==> config.mk <==
export PLATFORM = sky130hd
export DESIGN_NAME = div32p2_pipe_flat
export DESIGN_NICKNAME = d
export VERILOG_FILES = /design/src/rtl/div32p2_pipe_if.sv /design/src/rtl/div32p2_pipe.sv /design/src/flat_wrapper.sv
export SDC_FILE = /design/constraint.sdc
export NUM_CORES = 2
export LEC_CHECK = 0
export ABC_AREA = 1
export CORE_ASPECT_RATIO = 1.1
export CORE_MARGIN = 4
export CORE_UTILIZATION = 50
export DETAILED_ROUTE_END_ITERATION = 6
export HOLD_SLACK_MARGIN = 0.03
export PLACE_DENSITY = 0.77
export RECOVER_POWER = 100
export SYNTH_ARGS = -nofsm -noshare
export SYNTH_HDL_FRONTEND = slang
export SYNTH_SLANG_ARGS = --single-unit
==> constraint.sdc <==
create_clock -name clk -period 67.2 [get_ports clk]
set_clock_uncertainty 0.1 [all_clocks]
set_input_delay 6.72 -clock clk [delete_from_list [all_inputs] [get_ports clk]]
set_output_delay 6.72 -clock clk [all_outputs]
set_load 0.05 [all_outputs]
==> src/rtl/div32p2_pipe_if.sv <==
// Operand/result bundle for the pipelined 64/32 unsigned divider.
// The master drives the dividend and divisor; the slave (the divider)
// returns the registered quotient and remainder.
interface div32p2_pipe_if;
    logic [63:0] x;
    logic [31:0] d;
    logic [31:0] q;
    logic [31:0] r;

    modport master (output x, output d, input q, input r);
    modport slave  (input x, input d, output q, output r);
endinterface

==> src/rtl/div32p2_pipe.sv <==
// Two-stage pipelined unsigned divider: 64-bit dividend / 32-bit divisor.
// Each stage performs 16 restoring-division steps. The overflow and
// divide-by-zero case (x[63:32] >= d) is detected in stage 1. Stage 2 then
// returns q = all ones and r = x[31:0] for that case.
module div32p2_pipe (
    div32p2_pipe_if.slave bus,
    input  logic          clk,
    input  logic          rstn
);

    // Sixteen restoring steps. Returns {partial remainder, 16 quotient bits}.
    // The incoming remainder is below the divisor in the normal case, so the
    // 33-bit trial value never loses a bit.
    function automatic logic [47:0] div_steps(input logic [31:0] rem_in,
                                              input logic [15:0] bits,
                                              input logic [31:0] div);
        logic [32:0] t;
        logic [31:0] rem;
        logic [15:0] qb;
        rem = rem_in;
        qb  = '0;
        for (int i = 15; i >= 0; i--) begin
            t = {rem, bits[i]};
            if (t >= {1'b0, div}) begin
                t     = t - {1'b0, div};
                qb[i] = 1'b1;
            end
            rem = t[31:0];
        end
        return {rem, qb};
    endfunction

    logic [31:0] s1_rem;
    logic [15:0] s1_qhi;
    logic [31:0] s1_d;
    logic [31:0] s1_xlo;
    logic        s1_ovf;
    logic        s1_live;

    logic [47:0] s1_next;
    logic [47:0] s2_next;

    assign s1_next = div_steps(bus.x[63:32], bus.x[31:16], bus.d);
    assign s2_next = div_steps(s1_rem, s1_xlo[15:0], s1_d);

    // Stage 1 registers: upper quotient half, partial remainder, divisor, low dividend.
    always_ff @(posedge clk) begin
        if (!rstn) begin
            s1_rem  <= '0;
            s1_qhi  <= '0;
            s1_d    <= '0;
            s1_xlo  <= '0;
            s1_ovf  <= 1'b0;
            s1_live <= 1'b0;
        end else begin
            s1_rem  <= s1_next[47:16];
            s1_qhi  <= s1_next[15:0];
            s1_d    <= bus.d;
            s1_xlo  <= bus.x[31:0];
            s1_ovf  <= (bus.x[63:32] >= bus.d);
            s1_live <= 1'b1;
        end
    end

    // Stage 2 registers the final result. A cleared stage 1 (just out of
    // reset) yields zeros rather than dividing its zero contents.
    always_ff @(posedge clk) begin
        if (!rstn) begin
            bus.q <= '0;
            bus.r <= '0;
        end else if (!s1_live) begin
            bus.q <= '0;
            bus.r <= '0;
        end else if (s1_ovf) begin
            bus.q <= 32'hFFFF_FFFF;
            bus.r <= s1_xlo;
        end else begin
            bus.q <= {s1_qhi, s2_next[15:0]};
            bus.r <= s2_next[47:16];
        end
    end

endmodule

==> src/flat_wrapper.sv <==
// flat-port wrapper written by rule: the top's interface ports become plain ports
module div32p2_pipe_flat 
  (clk, rstn, bus_x, bus_d, bus_q, bus_r);
  div32p2_pipe_if bus_i ();
  input  logic clk;
  input  logic rstn;
  input wire logic [$bits(bus_i.x)-1:0] bus_x;
  input wire logic [$bits(bus_i.d)-1:0] bus_d;
  output wire logic [$bits(bus_i.q)-1:0] bus_q;
  output wire logic [$bits(bus_i.r)-1:0] bus_r;
  assign bus_i.x = bus_x;
  assign bus_i.d = bus_d;
  assign bus_q = bus_i.q;
  assign bus_r = bus_i.r;
  div32p2_pipe u_core (.bus(bus_i), .clk(clk), .rstn(rstn));
endmodule
==> impl_metrics.env <==
export IMPL_r2r_end="u_core.bus.r[29]$_SDFF_PN0_"
export IMPL_wl_per_cell_um=22.6
export IMPL_period_share_pct=92.7
export IMPL_maxCapViolations=3
export IMPL_relSlewSlack_pct=-175
export IMPL_yosys_area_share_simple_pct=29.0
export IMPL_place_congestion=1.09
export IMPL_drc=0
export IMPL_cts_made_buffers=17
export IMPL_fin_nets=12289
export IMPL_post_place_ws_ps=1160
export IMPL_cts_path_max_buffers=2
export IMPL_status="complete, but fails checks"
export IMPL_tritoncts="built"
export IMPL_grt_antenna_before_repair=11
export IMPL_slowest_delay_ps=490
export IMPL_clock_latency_ps=570
export IMPL_setup_slack_ps=4930
export IMPL_dieArea_mm2=0.137
export IMPL_async_flop_share_pct=0
export IMPL_dr_total_vias=76509
export IMPL_hold_viol=0
export IMPL_worstReg2RegStart="u_core.s1_d[15]$_SDFF_PN0_"
export IMPL_cp_slowest_cell="a221oi_4"
export IMPL_core_mm2=0.130
export IMPL_routed_via_density=5.97
export IMPL_ff2ff_path_depth=366
export IMPL_crit_buf_inv=39
export IMPL_r2r_slack_ps=4930
export IMPL_critPathLaunch="u_core.s1_d[15]$_SDFF_PN0_"
export IMPL_synthAdderAreaFrac_pct=21.1
export IMPL_area_delta_synth_final_pct=6.96
export IMPL_finalWirelength_mm=289
export IMPL_final_common_cell="nand2_1"
export IMPL_ys_seq_area_share_pct=5.43
export IMPL_required_ps=67500
export IMPL_synthXorXnorAreaFrac_pct=12.2
export IMPL_synth_edf_count=0
export IMPL_cp_common_cell="nand2_1"
export IMPL_synthFlopType="dfxtp_1"
export IMPL_ys_types=76
export IMPL_crit_path_max_fanout=51
export IMPL_min_path_type="reg2reg"
export IMPL_synth_top_family_by_area="simple AND/OR/NAND/NOR gates"
export IMPL_synth_compound_area_share_pct=22.5
export IMPL_grt_first_pass_wirelength_mm=420
export IMPL_finalMaxSlewViolations=106
export IMPL_violations="capacitance limit, slew limit"
export IMPL_synth_cells=10978
export IMPL_grt_util_all_layers_pct=39.7
export IMPL_ant_nets=0
export IMPL_clockRootBuffer="clkbuf_16"
export IMPL_ioPinCount=162
export IMPL_final_cell_mix="2992 x nand2_1, 1308 x inv_1, 1069 x a21oi_1, 1056 x ha_1, 965 x o21ai_0"
export IMPL_synth_seq_cells=178
export IMPL_setup_viol=0
export IMPL_end_kind="flop"
export IMPL_synthesis_nets=12164
export IMPL_fmax_ghz=0.0161
export IMPL_cts_sinks=178
export IMPL_tightest_slew_ps=4130
export IMPL_drtIter0Drc=6805
export IMPL_avgSynthCellArea_um2=5.98
export IMPL_path_clk_slew_ps=100
export IMPL_fin_crit_ps=62270
export IMPL_initial_core_util_pct=50.3
export IMPL_h_tree_depth=4
export IMPL_critPathLaunchType="flop"
export IMPL_crit_cells=366
export IMPL_dr_pass1_iters=7
export IMPL_crit_family="compound AO/OA/AOI/OAI gates"
export IMPL_dp_hpwl_mm=228
export IMPL_crit_type="reg2reg"
export IMPL_grt_max_degree=56
export IMPL_die_w_um=353
export IMPL_grt_pass1_vias=72081
export IMPL_hold_worst_slack_ps=350
export IMPL_overflow=0
export IMPL_port_buffers=161
export IMPL_crit_path_end="u_core.bus.r[29]$_SDFF_PN0_"
export IMPL_die_height_um=388
export IMPL_setup_tns_ps=0
export IMPL_synthMuxAreaShare_pct=0
export IMPL_yosysWarningCount=0
export IMPL_synth_area_mm2=0.0656
export IMPL_row_count=139
export IMPL_crit_arrival_ps=62570
export IMPL_dpl_instance_area_mm2=0.0691
export IMPL_drive_gt1_share_pct=4.19
export IMPL_fill_cells=13571
export IMPL_fin_area_mm2=0.0702
==> timing repair <==
action / CTS / global route
hold buffers: 0 / 0
endpoints found under the setup margin: 0 / 67
buffers inserted: 0 / 15
hold endpoints to repair: 0 / 0
resized for setup: 0 / 126
==> per-stage QoR <==
stage | instances | util (%)
2_1_floorplan | 10978 | -
3_3_place_gp | 12751 | 52.9
3_5_place_dp | 12751 | 52.9
4_1_cts | 12783 | 53.4
5_1_grt | 12809 | 53.8
6_report | 12813 | 53.8
==> sequential cells by signal, summed over array words and instances, names as in the netlist <==
| register | flops |
|---|---|
| u_core.bus.q | 32 |
| u_core.bus.r | 32 |
| u_core.s1_d | 32 |
| u_core.s1_rem | 32 |
| u_core.s1_xlo | 32 |
| u_core.s1_qhi | 16 |
| u_core.s1_live | 1 |
| u_core.s1_ovf | 1 |
==> area by class of cell <==
class                      instances  area [µm²]  area share (%)
multi-input combinational       9232       55900            79.7
inverter                        1357        5200            7.41
sequential                       178        3570            5.09
timing repair buffer             316        2780            3.97
tap                             1692        2120            3.02
clock buffer                      17         425           0.606
clock inverter                    15         145           0.207
antenna                            5        12.5          0.0178
timing repair inverter             1        8.76          0.0125
==> synthesized netlist by cell type, types with 11 or more instances <==
master,instances,area share (%)
nand2_1,2993,17
inv_1,1316,7.5
a21oi_1,1073,8.2
ha_1,1056,20
o21ai_0,997,7.6
nor2_1,633,3.6
xnor2_1,483,6.4
nand3_1,473,3.6
xor2_1,430,5.7
dfxtp_1,178,5.4
o21ai_1,160,1.2
nand4_1,98,0.93
clkbuf_1,90,0.51
buf_2,69,0.53
nor3_1,69,0.53
a21o_1,66,0.76
a31oi_1,56,0.53
nor4_1,55,0.52
nand2_2,53,0.51
o21bai_1,50,0.57
a21boi_0,48,0.55
inv_2,38,0.22
a211oi_1,34,0.39
o21a_1,34,0.39
or2_2,33,0.31
fa_1,32,0.98
nand3_2,29,0.44
a221oi_1,28,0.37
o211ai_1,28,0.32
nor2_2,24,0.23
buf_6,22,0.38
nand2_4,18,0.31
a221o_1,17,0.26
clkbuf_8,17,0.36
o31ai_1,17,0.19
o221ai_1,15,0.20
a21boi_1,13,0.15
buf_1,11,0.063
nor2_4,11,0.19
==> worst reg2reg max path, delay by kind of cell (launching register included) <==
| kind | cells | cell delay (ps) |
|---|---|---|
| and+or+nand+nor | 184 | 21090 |
| AOI/OAI and AO/OA | 127 | 28350 |
| DFF | 1 | 310 |
| buffers and inverters | 39 | 6620 |
| adders and majority gates | 16 | 5640 |
==> kinds of logic (layout without fill, tap and decap cells) <==
| logic type | Yosys count | in the layout |
|---|---|---|
| and+or+nand+nor | 4534 | 4543 |
| AOI/OAI and AO/OA | 2688 | 2688 |
| buffers and inverters | 1577 | 1706 |
| adders and majority gates | 1088 | 1088 |
| xor gates and xnor gates | 913 | 913 |
| DFF | 178 | 178 |
| other | 0 | 5 |
==> how the worst min path moves through the flow <==
stage / startpoint / cells after the start / slack [ps] / endpoint
after global placement: u_core.s1_qhi[10]$_SDFF_PN0_ / 2 / 320 / u_core.bus.q[26]$_SDFF_PN0_
after CTS: u_core.s1_qhi[10]$_SDFF_PN0_ / 2 / 350 / u_core.bus.q[26]$_SDFF_PN0_
after floorplan: u_core.s1_qhi[0]$_SDFF_PN0_ / 2 / 310 / u_core.bus.q[16]$_SDFF_PN0_
after detailed placement: u_core.s1_qhi[10]$_SDFF_PN0_ / 2 / 330 / u_core.bus.q[26]$_SDFF_PN0_
after global routing: u_core.s1_qhi[10]$_SDFF_PN0_ / 2 / 370 / u_core.bus.q[26]$_SDFF_PN0_
final: u_core.s1_qhi[10]$_SDFF_PN0_ / 2 / 350 / u_core.bus.q[26]$_SDFF_PN0_
==> per-layer routing <==
layer	routed length [µm]	part of all wire [%]	global-route usage [%]
met5	80	0.028	0
met4	31700	11	36.3
met3	22700	7.9	5.84
met2	128000	44	65.5
met1	106000	37	44.1
Power is not shown: default switching activity piles up to over one toggle a cycle in this logic, so the estimate is an artifact.
